### src/rtl/rob_mem_port.sv
// Memory-side responder for ROB commit traffic: byte-serial store writes and deferred IO loads.
// All bus outputs are registered; mem_busy is decoded from the state register.
module rob_mem_port #(
    parameter logic [31:0] IO_ADDR = 32'h00030000,
    parameter logic [1:0]  IO_HI   = 2'b11
) (
    input  logic        clk,
    input  logic        rst,
    input  logic        rdy,
    input  logic        clear,
    input  logic        if_out_mem,
    input  logic [5:0]  out_mem_size,
    input  logic [31:0] out_mem_addr,
    input  logic [31:0] out_mem_data,
    input  logic        if_out_mem_io,
    output logic        if_stored,
    output logic        if_get_mem,
    output logic [31:0] data_mem,
    output logic        mem_busy,
    input  logic [7:0]  mem_din,
    input  logic        io_buffer_full,
    output logic [7:0]  mem_dout,
    output logic [31:0] mem_a,
    output logic        mem_wr
);

    typedef enum logic [2:0] {
        S_IDLE,
        S_STORE,
        S_IOLD_ADDR,
        S_IOLD_DATA,
        S_DONE
    } state_t;

    state_t      r_state, w_state_nxt;
    logic [31:0] r_addr, w_addr_nxt;
    logic [31:0] r_data, w_data_nxt;
    logic [1:0]  r_cnt, w_cnt_nxt;
    logic [1:0]  r_last, w_last_nxt;
    logic [31:0] r_mem_a, w_mem_a_nxt;
    logic [7:0]  r_mem_dout, w_mem_dout_nxt;
    logic        r_mem_wr, w_mem_wr_nxt;
    logic        r_stored, w_stored_nxt;
    logic        r_get, w_get_nxt;
    logic [31:0] r_data_mem, w_data_mem_nxt;

    logic        w_hold;
    logic [31:0] w_shifted;

    // Stores into the IO region stall while the IO output buffer is full.
    assign w_hold    = (r_addr[17:16] == IO_HI) && io_buffer_full;
    assign w_shifted = r_data >> {r_cnt, 3'b000};

    always_comb begin
        w_state_nxt    = r_state;
        w_addr_nxt     = r_addr;
        w_data_nxt     = r_data;
        w_cnt_nxt      = r_cnt;
        w_last_nxt     = r_last;
        w_mem_a_nxt    = r_mem_a;
        w_mem_dout_nxt = r_mem_dout;
        w_mem_wr_nxt   = 1'b0;
        w_stored_nxt   = 1'b0;
        w_get_nxt      = 1'b0;
        w_data_mem_nxt = r_data_mem;
        case (r_state)
            S_IDLE: begin
                if (!clear) begin
                    if (if_out_mem) begin
                        w_addr_nxt  = out_mem_addr;
                        w_data_nxt  = out_mem_data;
                        w_cnt_nxt   = '0;
                        w_last_nxt  = (out_mem_size == 6'd1) ? 2'd0 :
                                      (out_mem_size == 6'd2) ? 2'd1 : 2'd3;
                        w_state_nxt = S_STORE;
                    end else if (if_out_mem_io) begin
                        w_mem_a_nxt = IO_ADDR;
                        w_state_nxt = S_IOLD_ADDR;
                    end
                end
            end
            S_STORE: begin
                if (!w_hold) begin
                    w_mem_a_nxt    = r_addr + {30'b0, r_cnt};
                    w_mem_dout_nxt = w_shifted[7:0];
                    w_mem_wr_nxt   = 1'b1;
                    w_cnt_nxt      = r_cnt + 2'd1;
                    if (r_cnt == r_last)
                        w_state_nxt = S_DONE;
                end
            end
            S_DONE: begin
                w_stored_nxt = 1'b1;
                w_state_nxt  = S_IDLE;
            end
            S_IOLD_ADDR: begin
                w_state_nxt = clear ? S_IDLE : S_IOLD_DATA;
            end
            S_IOLD_DATA: begin
                if (!clear) begin
                    w_data_mem_nxt = {24'b0, mem_din};
                    w_get_nxt      = 1'b1;
                end
                w_state_nxt = S_IDLE;
            end
            default: w_state_nxt = S_IDLE;
        endcase
    end

    always_ff @(posedge clk or negedge rst) begin
        if (!rst) begin
            r_state    <= S_IDLE;
            r_addr     <= '0;
            r_data     <= '0;
            r_cnt      <= '0;
            r_last     <= '0;
            r_mem_a    <= '0;
            r_mem_dout <= '0;
            r_mem_wr   <= 1'b0;
            r_stored   <= 1'b0;
            r_get      <= 1'b0;
            r_data_mem <= '0;
        end else if (!rdy) begin
            // Freeze: everything holds except the write strobe, so no byte is written twice.
            r_mem_wr <= 1'b0;
        end else begin
            r_state    <= w_state_nxt;
            r_addr     <= w_addr_nxt;
            r_data     <= w_data_nxt;
            r_cnt      <= w_cnt_nxt;
            r_last     <= w_last_nxt;
            r_mem_a    <= w_mem_a_nxt;
            r_mem_dout <= w_mem_dout_nxt;
            r_mem_wr   <= w_mem_wr_nxt;
            r_stored   <= w_stored_nxt;
            r_get      <= w_get_nxt;
            r_data_mem <= w_data_mem_nxt;
        end
    end

    assign if_stored  = r_stored;
    assign if_get_mem = r_get;
    assign data_mem   = r_data_mem;
    assign mem_a      = r_mem_a;
    assign mem_dout   = r_mem_dout;
    assign mem_wr     = r_mem_wr;
    assign mem_busy   = (r_state != S_IDLE);

endmodule
### config.mk
export PLATFORM = sky130hd
export DESIGN_NAME = rob_mem_port
export DESIGN_NICKNAME = d
export VERILOG_FILES = /design/src/rtl/rob_mem_port.sv
export SDC_FILE = /design/constraint.sdc
export NUM_CORES = 1
export LEC_CHECK = 0
export CORE_MARGIN = 5
export CORE_UTILIZATION = 30
export DETAILED_ROUTE_END_ITERATION = 10
export HOLD_SLACK_MARGIN = 0.1
export PLACE_DENSITY_LB_ADDON = 0.08
export SETUP_SLACK_MARGIN = 0.1
export SLEW_MARGIN = 20
export SYNTH_ARGS = -nofsm -noshare
export SYNTH_HDL_FRONTEND = slang
export SYNTH_SLANG_ARGS = --single-unit
### constraint.sdc
create_clock -name clk -period 3 [get_ports clk]
set_clock_uncertainty 0.1 [all_clocks]
set_input_delay 0.6 -clock clk [delete_from_list [all_inputs] [get_ports clk]]
set_output_delay 0.6 -clock clk [all_outputs]
set_load 0.01 [all_outputs]
; ---- After elaboration in Yosys (flattened, before gate mapping)
; Index checks and enable logic that the tools add are counted.
[word_totals]
register_bits = 122
in_bits = 85
output_inout_bits = 76
word_cells = 65
[op_classes]
n_addsub = 2
n_eq_ne = 15
n_shift = 1
muxes = 24
n_bitwise = 2
n_reduce_logical = 10
[ops]
columns = cell, n
row1 = $mux 32, 4
row2 = $pmux 32 s2, 1
row3 = $add 32x2->32, 1
row4 = $shr 32x5->8, 1
row5 = $mux 3, 5
row6 = $mux 2, 6
row7 = $ne 2x2->1 const B, 6
row8 = $reduce_and 5->1, 2
row9 = $pmux 3 s3, 1
row10 = $eq 3x2->1 const B, 2
row11 = $eq 6x1->1 const B, 1
row12 = $eq 6x2->1 const B, 1
row13 = $mux 1, 6
row14 = $reduce_and 3->1, 2
row15 = $reduce_and 6->1, 1
row16 = $pmux 2 s2, 1
row17 = $reduce_and 4->1, 1
row18 = $eq 3x1->1 const B, 1
row19 = $eq 3x3->1 const B, 1
row20 = $logic_not 3->1, 1
row21 = $ne 3x3->1 const B, 1
row22 = $reduce_bool 3->1, 1
row23 = $add 2x1->2 const B, 1
row24 = $eq 2x2->1, 1
row25 = 4 further kinds, 5

; ---- Logic depth before layout (Yosys ltp)
; Gate-level depths: netlist of run 1.
[logic_depth]
ltp_word = 5
mapped_depth = 8
mapped_depth_nobuf = 7

; ---- Least setup slack after synthesis of run 1
; OpenSTA, ideal clock, no wires.
[synth_timing]
kind = register to register
start = register r_cnt[0]
end = register r_mem_a[18], in the netlist mem_a[18]
setup_time_ps = 121
arrival_time_ps = 1884
required_ps = 2779
slack_ps = 895
stages_incl_launch_ff = 8
n_path_buf = 0
synth_period_minus_slack_ps = 2105
cell_sequence = dfrtp_1 -> ha_1 -> fa_1 -> nand4_1 -> nor4_1 -> nand2_1 -> xnor2_1 -> a22o_1
[synth_between]
elab_chain_cells = 3
[synth_rtl]
columns = item, line_no
row1 = start: declaration, 38  ; logic [1:0] r_cnt, w_cnt_nxt;
row2 = start signal: assignment, 130  ; r_cnt <= w_cnt_nxt;
row3 = $add 32x2->32, 84  ; w_mem_a_nxt = r_addr + {30'b0, r_cnt};
row4 = $mux 32, 83  ; if (!w_hold) begin
row5 = $pmux 32 s2, 66  ; case (r_state)
row6 = end signal: assignment, 132  ; r_mem_a <= w_mem_a_nxt;
row7 = end: declaration, 40  ; logic [31:0] r_mem_a, w_mem_a_nxt;
; Every way passes these cells. The select of a mux whose other input is x is not followed.
; A chain may end at the register's enable or synchronous reset.

; ---- Final worst setup path of run 1
[layout_timing]
start = register r_state[2]
end = output mem_busy
[layout_between]
elab_chain_cells = 1
[layout_rtl]
columns = item, line_no
row1 = start: declaration, 35  ; state_t r_state, w_state_nxt;
row2 = start signal: assignment, 127  ; r_state <= w_state_nxt;
row3 = $reduce_bool 3->1, 147  ; assign mem_busy = (r_state != S_IDLE);
row4 = end: declaration, 19  ; output logic mem_busy,
; Every way passes these cells.

==> summary.md, run 1 <==
| Metric | Value |
|---|---|
| Run status | finished clean |
| Least-Margin Pin Slew | 0.747 ns |
| Layout cells sized above 1 | 22.0% |
| Crit path max fanout | 7 |
| Flops & latches, synth | 122 |
| Fin nets | 689 |
| Post-synth cell types | 49 |
| Largest net degree at the start of global routing | 61 |
| CTS H-tree depth | 4 |
| WL final | 14.5 mm |
| Sequential area share after synthesis | 54.0% |
| # DRC | 0 |
| # diodes | 0 |
| Yosys Warn Count | 0 |
| Leakage power | 3.37 nW |
| Initial Util | 30.3% |
| Area delta synth->final | 40.0% |
| Mux contribution to synthesized area | 17.7% |
| Buffers on Ports | 136 |
| Setup TNS | 0 ns |
| Startpoint Class | flip-flop |
| Initial antenna violation count | 0 |
| Die Area | 21,700 um^2 |
| Ys async rst share | 100% |
| All-Layer GR Usage | 13.8% |
| Worst Hold Slack | 0.370 ns |
| CP Class | reg -> out |
| Required time of the critical path | 2.30 ns |
| DRT Pass-1 Iters | 4 |
| Vias | 3,915 |
| CTS tree | done |
| Final slew viol count | 0 |
| EDFF count, synth | 0 |
| Post-synth top area cell | dfrtp_1 |
| Resized Gates After CTS | 0 |
| I/O pin cnt | 161 |
| Rows | 50 |
| Top_reg_cell synth | dfrtp_1 |
| Total power | 0.00809 W |
| DP HPWL | 10.5 mm |
| XOR/XNOR share of the synthesized area | 5.11% |
| Width of the chip | 147 um |
| Syn Inst Count | 452 |
| Final Hold Violating Endpoints | 0 |
| CORE AREA | 18,600 um^2 |
| Die Ht | 147 um |
| Adder and majority gate portion of the synthesized area | 0.797% |
| Antenna Nets Post-Route | 0 |
| CTS buffer count | 17 |
| Final setup fails | 0 |
| Simple-gate share of the synthesized area | 9.65% |
| Worst skew pair latency | 0.42 ns |
| Max-slew headroom | 49.8% |
| GRT overflow | 0 |
| Minimum clock period | 2.61 ns |
| Routability cong. | 0.773 |
| Vias in the first global route | 4,277 |
| Synth top area cells | dfrtp_1 54%, mux2_2 14%, a22o_1 3.9% |
| MaxCap Viol Count | 0 |
| RSZ-0062 raised after global routing | false |
| Largest family of logic cells by synthesized area | multiplexers |
| Clk slew on worst S/H paths | 0.06 ns |
| Root Driver | clkbuf_16 |
| Clk sinks | 122 |
| Fillers | 1,771 |
| Power per cell area | 1020 nW/um^2 |
| Mapped cell area | 5650 um^2 |
| FMAX | 383 MHz |
| CTS max path bufs | 2 |
| Crit path arrival time | 1.91 ns |
| Avg Inst Size Synth | 12.5 um^2 |
| Share of the synthesized area in the top cell type | 54.0% |
| Initial detailed-routing violation count | 88 |
| Cts hold-fix bufs | 1 |
| Post-CTS Setup Bufs | 0 |
| Worst VDD drop | 448 uV |
| Wire per inst | 17.1 um |
| Worst min-delay path category | reg -> reg |
| Final worst-path cycle share | 87.0% |
| Post-synthesis compound-gate area fraction | 7.08% |
| Final core occ | 42.5% |
| CP Capture Type | output pin |
| Wire length of the first global-routing pass | 23.1 mm |
| Via density | 4.62 |
## flip-flops by register name, summed over array words and instances (netlist names), 2 cells and up
| name | cells |
|---|---|
| r_addr | 32 |
| r_data | 32 |
| data_mem | 8 |
| r_last | 2 |
| mem_dout | 8 |
| r_cnt | 2 |
| mem_a | 32 |
| r_state | 3 |
## path summary, 6_finish.rpt
kind | cells past startpoint | slack [ns] | from | to
min in group asynchronous | 2 | 0.52 | rst | r_addr[8]
worst max register to register | 7 | 0.67 | r_cnt[0] | mem_a[18]
worst min register to register | 2 | 0.37 | mem_dout[7] | mem_dout[7]
worst max-delay path | 3 | 0.39 | r_state[2] | mem_busy
worst min-delay path | 2 | 0.37 | mem_dout[7] | mem_dout[7]
max in group asynchronous | 3 | 1.40 | rst | mem_dout[1]
## worst max-delay path, stage by stage (launching register included)
cell	delay, ns
dfrtp_1	0.45
nor3_2	0.41
inv_1	0.12
clkdlybuf4s50_1	0.52
## Yosys cell counts (all sizes together) (8+ instances only)
master and number:
a22o 25, nand4 12, nor2 11, inv 12
mux4 8, nand3 16, nand2 41, mux2 72
xor2 14, dfrtp 122, xnor2 19, buf 38
## per-stage QoR
step                      setup WS (ns)  instances  cell area, um^2
after floorplan                   0.895        475             5740
after global placement            0.457        815             7280
after detailed placement          0.370        815             7280
after CTS                         0.365        848             7920
after global routing              0.291        848             7920
final                             0.389        848             7920
## logic make-up (layout without fill, tap and decap cells)
family,count (synthesis),in the layout
other cells,1,24
fa+ha+maj,3,3
compound gates,51,51
flops,122,122
xor+xnor,33,33
buf+inv,56,195
mux,81,81
simple gates,105,105
## where the power goes
part	switching, W	internal [W]	total, W
clock network	0.000743	0.00139	0.00213
registers	0.000596	0.00243	0.00302
logic	0.00123	0.00170	0.00294
## layout make-up
cell class	instances	area (um^2)	share of cell area (%)
clock buffer	21	480	6.07
clock inverter	11	143	1.80
tap	234	293	3.70
multi-input combinational	297	2400	30.4
timing repair buffer	151	1500	18.9
sequential	122	3050	38.6
inverter	12	45.0	0.569
## per-layer routing
| metal | global-route usage [%] | wire length, um | vias up |
|---|---|---|---|
| met5 | 0 | 0 | - |
| met4 | 5.31 | 245 | 0 |
| met3 | 5.12 | 1040 | 15 |
| met2 | 22.3 | 7060 | 112 |
| met1 | 17.0 | 6150 | 1923 |
| li1 | - | - | 1865 |
## layout by cell type (no fill, tap or decap), drive strengths merged, types with 2 or more instances in the layout
master	count
inv	12
clkinv	6
nand2	41
clkinvlp	2
a22oi	2
a22o	25
mux2	72
or2	2
nor2	11
nor2b	2
ha	2
buf	15
nor4	6
nand3	16
conb	24
dfrtp	122
mux4	8
nor3	7
clkbuf	21
a21oi	3
bufinv	3
o21ai	7
nand4	12
clkdlybuf4s50	135
xnor2	19
nor3b	2
o2bb2ai	5
xor2	14
Note: power is estimated with default switching activity, not from simulation.
==> inputs of run 2 (changes only) <==
Settings changed: ABC_AREA set to 1, SLEW_MARGIN 20 to 25.
==> run 2 against run 1 <==
Net effect:
- register-to-register slack better by 0.21 ns
- design area up 5.3%
- clock power up 2%
- worst setup slack better by 0.25 ns
- combinational power down 12%
- sequential share of layout area down 1.9 points
- highest routed layer unchanged
- clock-buffer cell count down 1
- sequential power down 2%
- global-route usage up 1.5 points
- critical path depth unchanged
- first-iteration DRC count rose to 2.8 times the previous value
- cell count up 43%
==> summary.md, run 2 <==
| Metric | Value |
|---|---|
| Power per cell area | 925 nW/um^2 (-9.6%) |
| Avg Inst Size Synth | 7.83 um^2 (-37%) |
| CTS buffer count | 17 (unchanged) |
| Simple-gate share of the synthesized area | 31.7% (+22 points) |
| Required time of the critical path | 2.30 ns (about the same) |
| Commonest cells after routing, fill and taps aside | 339 x nand2_1, 135 x clkdlybuf4s50_1, 122 x dfrtp_1, 78 x nor2_1, 43 x inv_1 |
| Critical path's slowest cell | clkdlybuf4s50_1 |
| CP Capture Type | output pin |
| Mapped cell area | 6170 um^2 (+9.2%) |
| # DRC | 0 (unchanged) |
| Post-synth cell types | 38 (-22%) |
| CTS tree | done |
| Width of the chip | 153 um (+4.2%) |
| DP HPWL | 13.3 mm (+27%) |
| Wire per inst | 14.8 um (-14%) |
| Flops & latches, synth | 122 (unchanged) |
| Syn Inst Count | 789 (+75%) |
| Crit path max fanout | 7 (unchanged) |
| Final Hold Violating Endpoints | 0 (unchanged) |
| Crit path arrival time | 1.67 ns (-0.24 ns) |
| EDFF count, synth | 0 (unchanged) |
| Worst VDD drop | 419 uV (-6.6%) |
| Yosys Warn Count | 0 (unchanged) |
| Layout cells sized above 1 | 8.06% (-14 points) |
| FF-to-FF End | mem_a[29] |
| Post-synthesis compound-gate area fraction | 6.10% (-0.98 points) |
| Critical path launch point | r_state[0] |
| GRT busiest layer | met2 |
| Adder and majority gate portion of the synthesized area | 0.729% (-0.067 points) |
| Die Area | 23,600 um^2 (+8.6%) |
| Routability cong. | 0.819 (+5.9%) |
| DRT Pass-1 Iters | 4 (unchanged) |
| Fin nets | 1,018 (+48%) |
| Final core occ | 41.2% (-1.3 points) |
| Post-route setup slack | 0.634 ns (+0.245 ns) |
| FMAX | 423 MHz (+10%) |
| Crit path largest cell delay | 0.51 ns (about the same) |
| Minimum clock period | 2.37 ns (-0.245 ns) |
| MaxCap Viol Count | 0 (unchanged) |
| Sequential area share after synthesis | 49.4% (-4.6 points) |
| DP Cell Count | 1,181 (+45%) |
| Post-synth top area cell | dfrtp_1 |
| Ys async rst share | 100% (unchanged) |
| Area delta synth->final | 35.0% |
| GR Util met2 | 25.4% (+3.1 points) |
| Largest net degree at the start of global routing | 49 (-20%) |
| Initial antenna violation count | 0 (unchanged) |
| Clk slew on worst S/H paths | 0.06 ns (about the same) |
| Max-slew headroom | 54.2% (+4.4 points) |
| CTS H-tree depth | 4 (unchanged) |
| Placement Setup Slack | 0.448 ns (+0.0776 ns) |
| Final Non-Filler Cells | 1,213 (+43%) |
| Fillers | 2,118 (+20%) |
| CORE AREA | 20,200 um^2 (+8.5%) |
| Most common cell after layout, fill and taps aside | nand2_1 |
| Run status | finished clean |
| CP Cell Sequence | nor2_1 > nand2_2 > clkdlybuf4s50_1 |
| Cts hold-fix bufs | 0 (-1) |
| Met1 GRT Util | 19.9% (+2.9 points) |
| Most frequent cell after synthesis | nand2_1 |
| Die Ht | 153 um (+4.2%) |
| GRT overflow | 0 (unchanged) |
| Synth top area cells | dfrtp_1 49%, nand2_1 21%, nor2_1 4.7% |
| # diodes | 0 (unchanged) |
| Worst-case reg-to-reg path depth | 9 (+2) |
| Vias | 5,319 (+36%) |
| Share of the synthesized area in the top cell type | 49.4% (-4.6 points) |
| I/O pin cnt | 161 (unchanged) |
| RSZ-0062 raised after global routing | false |
| Resized Gates After CTS | 0 (unchanged) |
| CP Class | reg -> out |
| Reg2reg start | r_cnt[1] |
| Worst skew pair latency | 0.42 ns (about the same) |
| Worst min-delay path category | in -> async |
| Root Driver | clkbuf_16 |
| Mux contribution to synthesized area | 1.46% (-16 points) |
| WL final | 17.9 mm (+24%) |
| Antenna Nets Post-Route | 0 (unchanged) |
| Final worst-path cycle share | 78.9% (-8.2 points) |
| Initial detailed-routing violation count | 248 (+180%) |
| Synth cell count leaders | 339 x nand2_1, 122 x dfrtp_1, 78 x nor2_1 |
| Setup TNS | 0 ns (unchanged) |
| Clk sinks | 122 (unchanged) |
| Vias in the first global route | 5,327 (+25%) |
| Startpoint Class | flip-flop |
| Post-CTS Setup Bufs | 0 (unchanged) |
| Final slew viol count | 0 (unchanged) |
| XOR/XNOR share of the synthesized area | 1.42% (-3.7 points) |
| All-Layer GR Usage | 15.3% (+1.5 points) |
| Least-Margin Pin Slew | 0.687 ns (-0.0596 ns) |
| Rows | 52 (+4.0%) |
| Wire length of the first global-routing pass | 28.7 mm (+24%) |
| Initial Util | 30.5% (+0.19 points) |
| Leakage power | 3.96 nW (+18%) |
| Setup crit end | mem_busy |
| Flop-to-flop setup slack | 0.88 ns (+0.21 ns) |
| Top_reg_cell synth | dfrtp_1 |
| Buffers on Ports | 136 (unchanged) |
| Met3 GRT Util | 3.87% (-1.2 points) |
| Largest family of logic cells by synthesized area | simple AND/OR/NAND/NOR gates |
| Via density | 4.38 (-5.0%) |
| Final setup fails | 0 (unchanged) |
| CTS max path bufs | 2 (unchanged) |
[run 2: cell count changes in the layout (fill, tap and decap cells not counted), sizes merged, moves of 18 or more]
cell / delta
inv: +38
o21ai: +44
xnor2: -18
nand3: +19
nand2: +302
a22o: -25
nor2: +73
mux2: -64
[run 2: cell type report]
class	count	area, um^2	share of cell area [%]
inverters	48	180	2.16
well taps	270	338	4.05
clock inverters	12	164	1.97
multi-input cells	592	2650	31.8
repair buffers	149	1490	17.9
flip-flops and latches	122	3050	36.6
clock buffers	20	457	5.48
[run 2: critical path, delay by kind of cell, from the launching register on]
kind,cells,cell delay (ns)
buffers and inverters,1,0.51
flip-flops,1,0.43
AND/OR/NAND/NOR,2,0.30
[run 2: stage by stage]
step / area, um^2 / total power [W] / hold slack, ns
floorplan: 6260 / 0.00442 / 0.204
detailed placement: 7710 / 0.00560 / 0.360
global route: 8330 / 0.00828 / 0.174
finish: 8330 / 0.00771 / 0.124
CTS: 8330 / 0.00782 / 0.144
global placement: 7710 / 0.00559 / 0.358
[run 2: how the worst min path moves through the flow]
stage	from	endpoint	slack, ns	cells after the start
final	rst	mem_a[18]	0.12	1
after global routing	rst	r_addr[8]	0.17	1
after CTS	rst	mem_a[18]	0.14	1
after detailed placement	r_data[17]	r_data[17]	0.36	2
after global placement	mem_a[0]	mem_a[0]	0.36	2
after floorplan	rst	data_mem[0]	0.20	0
[run 2: per-layer routing]
layer | share of wire (%) | routed length (um)
met1 | 45 | 8110
met2 | 48 | 8670
met3 | 5.5 | 989
met4 | 0.79 | 142
met5 | 0 | 0
[run 2: cells by family after synthesis]
family	after synthesis
AO/OA/AOI/OAI	65
XOR/XNOR	10
adder cells (fa/ha/maj)	3
buffers and inverters	98
flip-flops	122
multiplexers	8
other	1
AND/OR/NAND/NOR	482
[run 2: report_power, final]
part           switching (W)  internal [W]
registers           0.000597       0.00237
logic                0.00137       0.00120
clock network       0.000805       0.00136
